$ cat src/rtl/key_note_player_pkg.sv
// key_note_pkg: shared constants and types for the key-to-note player.
//   NOTE_FREQ   - chromatic note frequencies C4..D#5 in Hz, indexed by key number
//   state_t     - player FSM encoding (IDLE / PLAY / TAIL)
//   half_period - elaboration-time helper: clock cycles per half wave of a note
package key_note_pkg;

    localparam int NUM_NOTES = 16;

    localparam int NOTE_FREQ [0:NUM_NOTES-1] = '{
        262, 277, 294, 311, 330, 349, 370, 392,
        415, 440, 466, 494, 523, 554, 587, 622
    };

    typedef enum logic [1:0] {
        S_IDLE = 2'd0,
        S_PLAY = 2'd1,
        S_TAIL = 2'd2
    } state_t;

    // Truncating division; the caller narrows the result to its counter width.
    function automatic logic [31:0] half_period(input int unsigned clk_freq,
                                                input int unsigned freq);
        return 32'(clk_freq / (2 * freq));
    endfunction

endpackage

$ cat src/rtl/key_note_player_tone_gen.sv
// key_note_player_tone_gen: half-period counter driving a 50%-duty square wave.
//   clk, rst_n  - clock, synchronous active-low reset
//   i_load      - latch i_half, clear the counter, force the output low
//   i_run       - count and toggle; when low (and not loading) the output is held low
//   i_half      - half period in clock cycles (must be >= 1)
//   o_buzzer    - square-wave output
module key_note_player_tone_gen
    import key_note_pkg::*;
#(
    parameter int PERIOD_W = 20
) (
    input  logic                clk,
    input  logic                rst_n,
    input  logic                i_load,
    input  logic                i_run,
    input  logic [PERIOD_W-1:0] i_half,
    output logic                o_buzzer
);

    logic [PERIOD_W-1:0] r_half;
    logic [PERIOD_W-1:0] r_cnt;
    logic                r_buzzer;
    logic                w_wrap;

    assign w_wrap   = (r_cnt == r_half - PERIOD_W'(1));
    assign o_buzzer = r_buzzer;

    always_ff @(posedge clk) begin
        if (!rst_n) begin
            r_half   <= '0;
            r_cnt    <= '0;
            r_buzzer <= 1'b0;
        end else if (i_load) begin
            r_half   <= i_half;
            r_cnt    <= '0;
            r_buzzer <= 1'b0;
        end else if (i_run) begin
            if (w_wrap) begin
                r_cnt    <= '0;
                r_buzzer <= ~r_buzzer;
            end else begin
                r_cnt <= r_cnt + PERIOD_W'(1);
            end
        end else begin
            r_cnt    <= '0;
            r_buzzer <= 1'b0;
        end
    end

endmodule

$ cat src/rtl/key_note_player.sv
// key_note_player: plays the lowest pressed keypad key as a square-wave tone.
//   clk, rst_n - clock, synchronous active-low reset
//   enable     - low forces IDLE on the next edge (beats key_evt)
//   key_evt    - one-cycle key-press event from the keypad
//   key[15:0]  - held-key bitmap; lowest set bit selects the note
//   octave     - up-shift 0..3 applied to the note at start
//   buzzer     - 50%-duty square wave to the buzzer pad
//   playing    - high while in PLAY or TAIL
//   note_idx   - index of the current (or last) note
//
// Valid/ready note: there is no handshake; key_evt is a fire-and-forget pulse
// that is acted on in the cycle it is high, and outputs are registered.
module key_note_player
    import key_note_pkg::*;
#(
    parameter int CLK_FREQ   = 50_000_000,
    parameter int MIN_CYCLES = 2_500_000,
    parameter int PERIOD_W   = 20,
    parameter int MIN_W      = 22
) (
    input  logic        clk,
    input  logic        rst_n,
    input  logic        enable,
    input  logic        key_evt,
    input  logic [15:0] key,
    input  logic [1:0]  octave,
    output logic        buzzer,
    output logic        playing,
    output logic [3:0]  note_idx
);

    state_t              r_state;
    state_t              w_next;
    logic [3:0]          r_note_idx;
    logic [MIN_W-1:0]    r_min_cnt;

    logic [PERIOD_W-1:0] w_hp_table [NUM_NOTES];
    logic [3:0]          w_sel;
    logic [PERIOD_W-1:0] w_shifted;
    logic [PERIOD_W-1:0] w_half;
    logic                w_start;
    logic                w_min_done;
    logic                w_released;
    logic                w_load;
    logic                w_run;
    logic                w_buzzer;

    // Half-period per note at octave 0, fixed at elaboration.
    for (genvar gi = 0; gi < NUM_NOTES; gi++) begin : g_hp_table
        assign w_hp_table[gi] = PERIOD_W'(half_period(CLK_FREQ, NOTE_FREQ[gi]));
    end

    // Lowest set bit wins: scan downwards so the last hit is the lowest index.
    always_comb begin
        w_sel = '0;
        for (int i = NUM_NOTES - 1; i >= 0; i--) begin
            if (key[i]) begin
                w_sel = 4'(i);
            end
        end
    end

    // The octave only affects the half period, which the tone generator
    // latches on load, so it needs no separate register here.
    assign w_shifted  = w_hp_table[w_sel] >> octave;
    assign w_half     = (w_shifted == '0) ? PERIOD_W'(1) : w_shifted;

    assign w_start    = key_evt && (key != 16'h0000);
    assign w_min_done = (r_min_cnt >= MIN_W'(MIN_CYCLES));
    assign w_released = !key[r_note_idx];

    // Priority: disable, then (re)trigger, then release/tail handling.
    always_comb begin
        w_next = r_state;
        w_load = 1'b0;
        if (!enable) begin
            w_next = S_IDLE;
        end else if (w_start) begin
            w_next = S_PLAY;
            w_load = 1'b1;
        end else begin
            case (r_state)
                S_PLAY: begin
                    if (w_released) begin
                        w_next = w_min_done ? S_IDLE : S_TAIL;
                    end
                end
                S_TAIL: begin
                    if (w_min_done) begin
                        w_next = S_IDLE;
                    end
                end
                default: w_next = S_IDLE;
            endcase
        end
        // Keep the tone running only while a note continues through this edge;
        // leaving to IDLE clears the buzzer on the same edge.
        w_run = (r_state != S_IDLE) && (w_next != S_IDLE) && !w_load;
    end

    always_ff @(posedge clk) begin
        if (!rst_n) begin
            r_state    <= S_IDLE;
            r_note_idx <= '0;
            r_min_cnt  <= '0;
        end else begin
            r_state <= w_next;
            if (w_load) begin
                r_note_idx <= w_sel;
                r_min_cnt  <= '0;
            end else if (w_run) begin
                if (!w_min_done) begin
                    r_min_cnt <= r_min_cnt + MIN_W'(1);
                end
            end else begin
                r_min_cnt <= '0;
            end
        end
    end

    key_note_player_tone_gen #(
        .PERIOD_W (PERIOD_W)
    ) u_tone_gen (
        .clk      (clk),
        .rst_n    (rst_n),
        .i_load   (w_load),
        .i_run    (w_run),
        .i_half   (w_half),
        .o_buzzer (w_buzzer)
    );

    assign buzzer   = w_buzzer;
    assign playing  = (r_state != S_IDLE);
    assign note_idx = r_note_idx;

endmodule

$ cat config.mk
export PLATFORM = sky130hd
export DESIGN_NAME = key_note_player
export DESIGN_NICKNAME = d
export VERILOG_FILES = /design/src/rtl/key_note_player_pkg.sv /design/src/rtl/key_note_player_tone_gen.sv /design/src/rtl/key_note_player.sv
export SDC_FILE = /design/constraint.sdc
export NUM_CORES = 1
export LEC_CHECK = 0
export CORE_MARGIN = 2
export CORE_UTILIZATION = 55
export CTS_BUF_LIST = sky130_fd_sc_hd__clkbuf_8
export DETAILED_ROUTE_END_ITERATION = 10
export PLACE_DENSITY_LB_ADDON = 0.3
export SETUP_SLACK_MARGIN = 0.1
export SYNTH_ARGS = -nofsm -noshare
export SYNTH_HDL_FRONTEND = slang
export SYNTH_SLANG_ARGS = --single-unit
$ cat constraint.sdc
create_clock -name clk -period 8 [get_ports clk]
set_input_delay 1.6 -clock clk [delete_from_list [all_inputs] [get_ports clk]]
set_output_delay 1.6 -clock clk [all_outputs]
set_load 0.005 [all_outputs]
Word-level counts from Yosys, hierarchy flattened
Memory sizes are Yosys's and may differ from the RTL's. Index checks and enable logic that the tools add are counted.

Add/subtract/negate cells: 3. Multipliers: 0. Divide/modulo/power cells: 0. $lt $le $gt $ge: 3. Equal/unequal tests: 3. Shifts and indexed selects: 1. Mux-type cells: 29. Bitwise operators: 4. Reduce and logical (&&, ||, !) cells: 10.

Operator list (number): $mux W4 (16); $mux W20 (3); $add A22 B1 Y22 const B (1); $ge A22 B22 Y1 const B (1); $add A20 B1 Y20 const B (1); $eq A20 B20 Y1 (1); $logic_not A20 Y1 (1); $shr A20 B2 Y20 (1); $sub A20 B1 Y20 const B (1); $reduce_bool A16 Y1 (1); $mux W2 (5); $ge A5 B5 Y1 const B (1); $lt A4 B5 Y1 const B (1); $not A4 Y5 (1); $bmux W1 S4 (1); $pmux W2 S2 (1); $reduce_bool A2 Y1 (2); $reduce_or A4 Y1 (1); $logic_and A1 B1 Y1 (3); $mux W1 (3); $not A1 Y1 (3); $reduce_or A3 Y1 (1); $eq A2 B1 Y1 const B (1); $eq A2 B2 Y1 const B (1); $logic_not A1 Y1 (1).

Flip-flop bits (word level): 69. Bits in latches: 0. Memory bits (writable): 0. Memory bits (read-only): 320. Bits of input ports: 22. Output and inout bits: 6. Memories kept: 1.

Memory list: (no name shown) (words 16, width 20, read ports 1, clocked after Yosys merged registers in 0, write ports 0, RTL line key_note_player.sv:65) `assign w_shifted = w_hp_table[w_sel] >> octave;`.

Depth between registers and ports, before layout
Gate-level depths: netlist of run 1.

Word-level depth: 23. Depth in mapped cells: 13. Gate-level depth less buffers: 13.

Modules after synthesis
Synthesis of run 1 repeated with hierarchy kept, for this count alone.

Cell total of the unflattened synthesis: 657. Area, all modules: 5592.9 um2.

By module, submodules not included: key_note_player (times used 1, cells each 365, area an instance 2922.8 um2); key_note_player_tone_gen (times used 1, cells each 292, area an instance 2670.1 um2).

Worst setup path after synthesis of run 1
Ideal clock, no wire load.

Path kind: input to register. Start: input port key[0]. End: register u_tone_gen.r_half[9]. Library setup time: 120 ps. Data arrival time: 4040 ps. Data required time: 7880 ps. Slack: 3840 ps. Stages on the path: 11. Buffers on the path: 0. Cell sequence: or3_1 > a211o_1 > a21oi_1 > nor2_1 > inv_1 > ha_1 > inv_1 > mux4_2 > mux2_2 > nor3_1 > nor3b_1.

Longest elaborated chain between the ends: 8. Elaborated cells on any way between the ends: 12.

RTL lines: start: declaration (RTL line key_note_player.sv:25) `input logic [15:0] key,`; $mux W4 * (RTL line key_note_player.sv:57) `if (key[i]) begin`; net w_sel[0] (RTL line key_note_player.sv:38) `logic [3:0] w_sel;`; $not A4 Y5 (implied by the code) * (RTL line key_note_player.sv:65); $mem_v2 Z16 W20 *; $mux W20 (implied by the code) * (2 in a row) (RTL line key_note_player.sv:65); $shr A20 B2 Y20 * (RTL line key_note_player.sv:65); $logic_not A20 Y1 (RTL line key_note_player.sv:66) `assign w_half = (w_shifted == '0) ? PERIOD_W'(1) : w_shifted;`; $mux W20 * (RTL line key_note_player.sv:66); end signal: assignment (RTL line key_note_player_tone_gen.sv:34) `r_half <= i_half;`; end: declaration (RTL line key_note_player_tone_gen.sv:20) `logic [PERIOD_W-1:0] r_half;`.

The timed path passes the listed nets; every way through them passes the cells marked *. The select of a mux whose other input is x is not followed. A chain may end at the register's enable or synchronous reset.

Worst setup path after layout of run 1
Start: input port key[0]. End: register u_tone_gen.r_cnt[14].

Longest elaborated chain between the ends: 11. Elaborated cells on any way between the ends: 16.

RTL lines: $bmux W1 S4 (RTL line key_note_player.sv:70) `assign w_released = !key[r_note_idx];`; $mux W1 (implied by the code) (RTL line key_note_player.sv:70); $mux W2 (RTL line key_note_player.sv:84) `if (w_released) begin`; $pmux W2 S2 (RTL line key_note_player.sv:82) `case (r_state)`; $mux W2 (RTL line key_note_player.sv:78) `end else if (w_start) begin`; $mux W2 (RTL line key_note_player.sv:76) `if (!enable) begin`; $reduce_bool A2 Y1 (RTL line key_note_player.sv:98) `w_run = (r_state != S_IDLE) && (w_next != S_IDLE) && !w_load;`; $logic_and A1 B1 Y1 (2 in a row) (RTL line key_note_player.sv:98); $not A1 Y1 (no line); $reduce_or A4 Y1 (no line) *; end signal: assignment (RTL line key_note_player_tone_gen.sv:42) `r_cnt <= r_cnt + PERIOD_W'(1);`; end: declaration (RTL line key_note_player_tone_gen.sv:21) `logic [PERIOD_W-1:0] r_cnt;`.

Mark *: on every way between the ends. The rest lies on a longest branch, timed or not. The select of a mux whose other input is x is not followed.

==> results of run 1 <==
[registers in the layout, summed over array words and instances (netlist names)]
name	flops
r_min_cnt	22
u_tone_gen.r_cnt	20
u_tone_gen.r_half	17
note_idx	4
r_state	2
u_tone_gen.o_buzzer	1
[worst max-delay path by stage]
stage / end / slack (ns) / depth (start not counted)
2_1_floorplan: u_tone_gen.r_half[9]$_SDFFE_PN0P_ / 3.84 / 11
3_3_place_gp: u_tone_gen.r_cnt[8]$_SDFF_PP0_ / 2.73 / 8
3_5_place_dp: u_tone_gen.r_cnt[14]$_SDFF_PP0_ / 2.62 / 8
4_1_cts: u_tone_gen.r_cnt[14]$_SDFF_PP0_ / 2.98 / 8
5_1_grt: u_tone_gen.r_cnt[14]$_SDFF_PP0_ / 2.68 / 8
6_report: u_tone_gen.r_cnt[14]$_SDFF_PP0_ / 3.00 / 8
[synthesized netlist by cell type (3+ instances only)]
library cell	count	area, µm²
nor2_1	85	319
dfxtp_1	66	1320
nand2_1	39	146
nand3_1	32	160
xnor2_1	31	272
o21ai_0	30	150
xor2_1	29	254
a21oi_1	23	115
clkbuf_1	22	82.6
nor3_1	22	110
inv_1	19	71.3
ha_1	14	175
mux2i_1	11	110
and3_1	10	62.6
nand4_1	9	56.3
nor4_1	7	43.8
o211ai_1	7	52.6
or4_1	7	52.6
a211oi_1	6	45.0
mux4_2	6	135
a31oi_1	5	31.3
a211o_1	4	35.0
a21boi_0	4	30.0
and2_1	4	25.0
buf_2	4	20.0
nand3b_1	4	30.0
o221ai_1	4	35.0
o31ai_1	4	30.0
nand2b_1	3	18.8
nor2b_1	3	18.8
o21bai_1	3	22.5
or3_1	3	18.8
[kinds of logic after synthesis]
| kind of cell | count (synthesis) | share of synthesized area, % |
|---|---|---|
| AOI/OAI and AO/OA | 117 | 18.1 |
| xor gates and xnor gates | 60 | 11.8 |
| adders and majority gates | 14 | 3.94 |
| buffers and inverters | 46 | 4.00 |
| DFF | 66 | 29.7 |
| muxes | 19 | 6.02 |
| and+or+nand+nor | 241 | 26.4 |
[per-stage QoR]
step                hold WS [ns]  instances
floorplan                  0.451        563
finish                     0.508        682
detailed placement         0.489        666
global placement           0.479        666
CTS                        0.507        682
global route               0.543        682
[power groups by stage]
stage / clock network, mW / registers, mW / logic [mW]
finish: 0.292 / 0.345 / 0.133
global route: 0.318 / 0.346 / 0.147
CTS: 0.302 / 0.344 / 0.132
detailed placement: 0 / 0.352 / 0.131
global placement: 0 / 0.352 / 0.128
floorplan: 0 / 0.349 / 0.0949
[per-layer routing]
layer  GRT usage [%]  share of wire [%]
met5               0                  0
met4            9.18                2.2
met3            5.54                5.4
met2            37.3                 46
met1            31.8                 46
[worst reg2reg max path, cell delays in order (launching register included)]
cell and delay (ns):
dfxtp_1 0.38, inv_1 0.09, ha_1 0.26, nor4b_1 0.61, nand2_1 0.25, or4_1 0.44
a21oi_1 0.17, o21ai_1 0.10, a2111oi_2 0.44, or2_1 0.59, nor2_1 0.13
[layout make-up]
class	count	area, µm²	area share, %
Multi-Input combinational cell	451	2950	59.5
Sequential cell	66	1320	26.6
Timing Repair Buffer	28	278	5.60
Clock buffer	11	151	3.05
Tap cell	102	128	2.57
Inverter	19	71.3	1.44
Clock inverter	5	61.3	1.24
==> results.cfg, run 1 <==
[run_status]
status = complete, no violations

[timing]
maxSlewViolCount = 0
fin_skew_ns = 0.00875
layout_min_cycle_time_ns = 5.00
tns_ns = 0
setup_violations = 0
worst_slew_pin_slew_ns = 1.03
rsz0062_at_grt = no
max_freq_mhz = 200
fin_ws_ns = 3.00
fin_crit_sh_pct = 62.5
timing.slew.headroom_pct = 31.0
hold_viol_final = 0

[route]
via_per_inst = 5.96
route.detailed.drc = 0
firstDrtPassIters = 5
num_vias = 4066
routed_wl_um = 10000
dr.first_iter.drc_count = 273
wl_per_cell_um = 14.7
ant_nets = 0

[critical_path]
r2r_cells = 10
cp-end-kind = flip-flop
criticalPathCategory = in -> reg
worstPathArrival_ns = 5.20
timing.critical_path.cells = clkdlybuf4s50_1, or4_1, o41a_1, a221oi_1, nor3_1, o211ai_2, or2_1, nor2_1
crit_family = simple AND/OR/NAND/NOR gates
r2r_start = u_tone_gen.r_half[0]$_SDFFE_PN0P_
crit_buf_inv = 1
r2r_slack_ns = 4.41
r2r-end = u_tone_gen.r_cnt[14]$_SDFF_PP0_
crit_path_max_fanout = 24
timing.critical_path.from = key[0]
cp_slowest_cell = o211ai_2
start_kind = input port
cp_slowest_stage_delay_ns = 0.79
required_ns = 8.20

[hold_path]
hp-class = reg -> reg
hold_path_end = r_min_cnt[21]$_SDFFE_PP0N_
min_from = r_min_cnt[21]$_SDFFE_PP0N_
min_path_cells = 2

[cells_and_area]
final_common_cell = nor2_1
layout_common_cells = 85 x nor2_1, 66 x dfxtp_1, 39 x nand2_1
final_area_um2 = 4960
fillerInstances = 692
drive_above_1_share_pct = 6.38
utilization_pct = 63.9
nets = 611
diodes = 0
syn_to_final_growth_pct = 11.6

[yosys]
syn-num-nets = 599
ys.flop_type = dfxtp_1
synth_warnings = 0
synth_edf_count = 0
synth_seq_cells = 66
yosysUniqueCellTypes = 65
netlist_instances = 563
yosysSeqAreaShare_pct = 29.7
syn_avg_cell_area_um2 = 7.90
syn-cell-area_um2 = 4450
async_reset_ff_share_pct = 0

[global_routing]
grt_pass1_vias = 3662
grt-ovfl-total = 0
grtUsageTotal_pct = 23.8
grt_pass1_wl_um = 16800
grt_max_degree = 31
antenna_found_initial = 0

[pwr]
clkPwrFrac_pct = 37.9
switching_share_pct = 27.8
combPwrFrac_pct = 17.3
leakage_nw = 1.68
internal_power_mw = 0.556
switchingPower_mw = 0.214
finalPower_mw = 0.770
p_per_area_nw_per_um2 = 155
p_seq_share_pct = 44.8
max-vdd-ir-drop_mv = 0.0898

[job]
max-cap-violations = 0

[floorplanning]
core-area_um2 = 7770
boundaryPins = 28
start_util_pct = 57.2
chipWidth_um = 93.9
fp-row-count = 32
dieArea_um2 = 8820
dieHeight_um = 93.9

[cts]
htree_num_levels = 3
cts_buffers = 9
cts_tree = built
cts_setup_buffers = 0
cts_resized = 0
insertion_delay_ns = 0.34
clkSlewWorstSetupHoldPaths_ns = 0.07
cts.sinks = 66
ctsHoldBuffers = 0
cts-root-buf = clkbuf_8
clk_path_buf_depth = 2

[place]
place_ws_ns = 2.62
dp_hpwl_um = 7490
placed_area_um2 = 4750
io_buffers = 27
gp_congestion = 0.953
No activity file was read; power rests on OpenSTA's default activity.
==> inputs of run 2 (changes only) <==
- clock period: 8 -> 4.4 ns (I/O delays scaled with it)
==> results.cfg, run 2 (synthesis gave the netlist of run 1 again) <==
[cells_and_area]
final_common_cell = nor2_1
diodes = 0
stdcell_count = 687
layout_common_cells = 85 x nor2_1, 66 x dfxtp_1, 39 x nand2_1
nets = 616
regMostFlops = r_min_cnt
syn_to_final_growth_pct = 12.8
biggestRegsByFlops = r_min_cnt (22), u_tone_gen.r_cnt (20), u_tone_gen.r_half (17)
largest_register_ffs = 22
drive_above_1_share_pct = 7.18
fillerInstances = 667

[critical_path]
worstPathArrival_ns = 4.13
r2r_slack_ns = 0.80
r2r-end = u_tone_gen.r_cnt[5]$_SDFF_PP0_
r2r_cells = 10
cp-end-kind = flip-flop
r2r_start = u_tone_gen.r_half[0]$_SDFFE_PN0P_
crit_path_max_fanout = 8
start_kind = input port
criticalPathCategory = in -> reg
required_ns = 4.67

[timing]
tns_ns = 0
fin_ws_ns = 0.544
worst_slew_pin_slew_ns = 0.998
max_freq_mhz = 259
maxSlewViolCount = 0
whs_ns = 0.500
layout_min_cycle_time_ns = 3.86
hold_viol_final = 0
setup_violations = 0
fin_crit_sh_pct = 87.6
fin_skew_ns = 0.0114
timing.slew.headroom_pct = 33.3
rsz0062_at_grt = no

[route]
routed_wl_um = 10600
wl_per_cell_um = 15.4
ant_nets = 0
dr.first_iter.drc_count = 206
route.detailed.drc = 0
num_vias = 4162
firstDrtPassIters = 5
via_per_inst = 6.06

[place]
place_ws_ns = 0.255
io_buffers = 27
dp_hpwl_um = 7840
gp_congestion = 0.924
dpl.cell_count = 671

[floorplanning]
dieHeight_um = 93.9
boundaryPins = 28
start_util_pct = 57.2
dieArea_um2 = 8820
fp-row-count = 32
core-area_um2 = 7770
chipWidth_um = 93.9

[pwr]
internal_power_mw = 1.05
p_seq_share_pct = 43.0
p_per_area_nw_per_um2 = 291
combPwrFrac_pct = 17.3
switching_share_pct = 27.8
leakage_nw = 1.72
switchingPower_mw = 0.405
clkPwrFrac_pct = 39.8
finalPower_mw = 1.46
max-vdd-ir-drop_mv = 0.171

[global_routing]
grt_pass1_vias = 3871
grt_pass1_wl_um = 17700
grtUsageTotal_pct = 25.0
antenna_found_initial = 0
grt-ovfl-total = 0
grt_max_degree = 31

[cts]
cts_buffers = 9
htree_num_levels = 3
ctsHoldBuffers = 0
cts_setup_buffers = 0
cts-root-buf = clkbuf_8
clk_path_buf_depth = 2
insertion_delay_ns = 0.35
clkSlewWorstSetupHoldPaths_ns = 0.08
cts.sinks = 66
cts_resized = 0
cts_tree = built

[hold_path]
min_from = r_min_cnt[21]$_SDFFE_PP0N_
hold_path_end = r_min_cnt[21]$_SDFFE_PP0N_
hp-class = reg -> reg
min_path_cells = 2

[job]
max-cap-violations = 0

[run_status]
status = complete, no violations
-- run 2: cell count changes in the layout (fill, tap and decap cells not counted) --
| cell | before | now |
|---|---|---|
| bufinv_16 | 1 | 2 |
| clkinvlp_4 | 3 | 2 |
| clkbuf_8 | 11 | 10 |
| buf_4 | 1 | 6 |
| clkinv_2 | 0 | 1 |
-- run 2: layer usage --
layer  global-route usage [%]  vias up  share of wire [%]
li1                         -     2073                  -
met1                     31.9     1927                 45
met2                     41.8      132                 47
met3                     4.25       30                5.0
met4                     10.1        0                2.7
met5                        0        -                  0
-- run 2: final cells by class --
type | count | area (µm²) | area share (%)
Clock inverter | 6 | 88.8 | 1.77
Sequential cell | 66 | 1320 | 26.4
Clock buffer | 10 | 138 | 2.75
Inverter | 19 | 71.3 | 1.42
Tap cell | 102 | 128 | 2.55
Timing Repair Buffer | 33 | 315 | 6.29
Multi-Input combinational cell | 451 | 2950 | 58.9
-- run 2: metrics by stage --
step	util, %	cell area (µm²)
after floorplan	-	4450
after global placement	61.6	4790
after detailed placement	61.6	4790
after CTS	64.5	5010
after global routing	64.5	5010
final	64.5	5010
-- run 2: worst max path at each step --
stage | from | end | slack, ns | cells past startpoint
final | key[0] | u_tone_gen.r_half[2]$_SDFFE_PN0P_ | 0.54 | 13
after global routing | key[0] | u_tone_gen.r_half[2]$_SDFFE_PN0P_ | 0.34 | 13
after CTS | key[0] | u_tone_gen.r_half[2]$_SDFFE_PN0P_ | 0.60 | 13
after detailed placement | key[0] | u_tone_gen.r_half[2]$_SDFFE_PN0P_ | 0.25 | 13
after global placement | key[0] | u_tone_gen.r_half[0]$_SDFFE_PN0P_ | 0.34 | 13
after floorplan | key[0] | u_tone_gen.r_half[9]$_SDFFE_PN0P_ | 0.96 | 11
-- run 2: power groups by stage --
stage / Clock, mW / Combinational (mW) / Sequential, mW
4_1_cts: 0.586 / 0.247 / 0.626
3_5_place_dp: 0 / 0.244 / 0.640
2_1_floorplan: 0 / 0.173 / 0.635
6_report: 0.580 / 0.252 / 0.627
3_3_place_gp: 0 / 0.235 / 0.639
5_1_grt: 0.610 / 0.275 / 0.629
-- run 2: critical path, cell delays in order --
cell,delay [ns]
clkdlybuf4s50_1,0.50
or3_1,0.43
a211o_1,0.27
a21oi_1,0.19
nor2_1,0.18
inv_1,0.24
ha_1,0.25
inv_1,0.11
mux4_2,0.49
nand2_1,0.08
o21ai_0,0.14
o21ai_0,0.22
o21bai_1,0.13
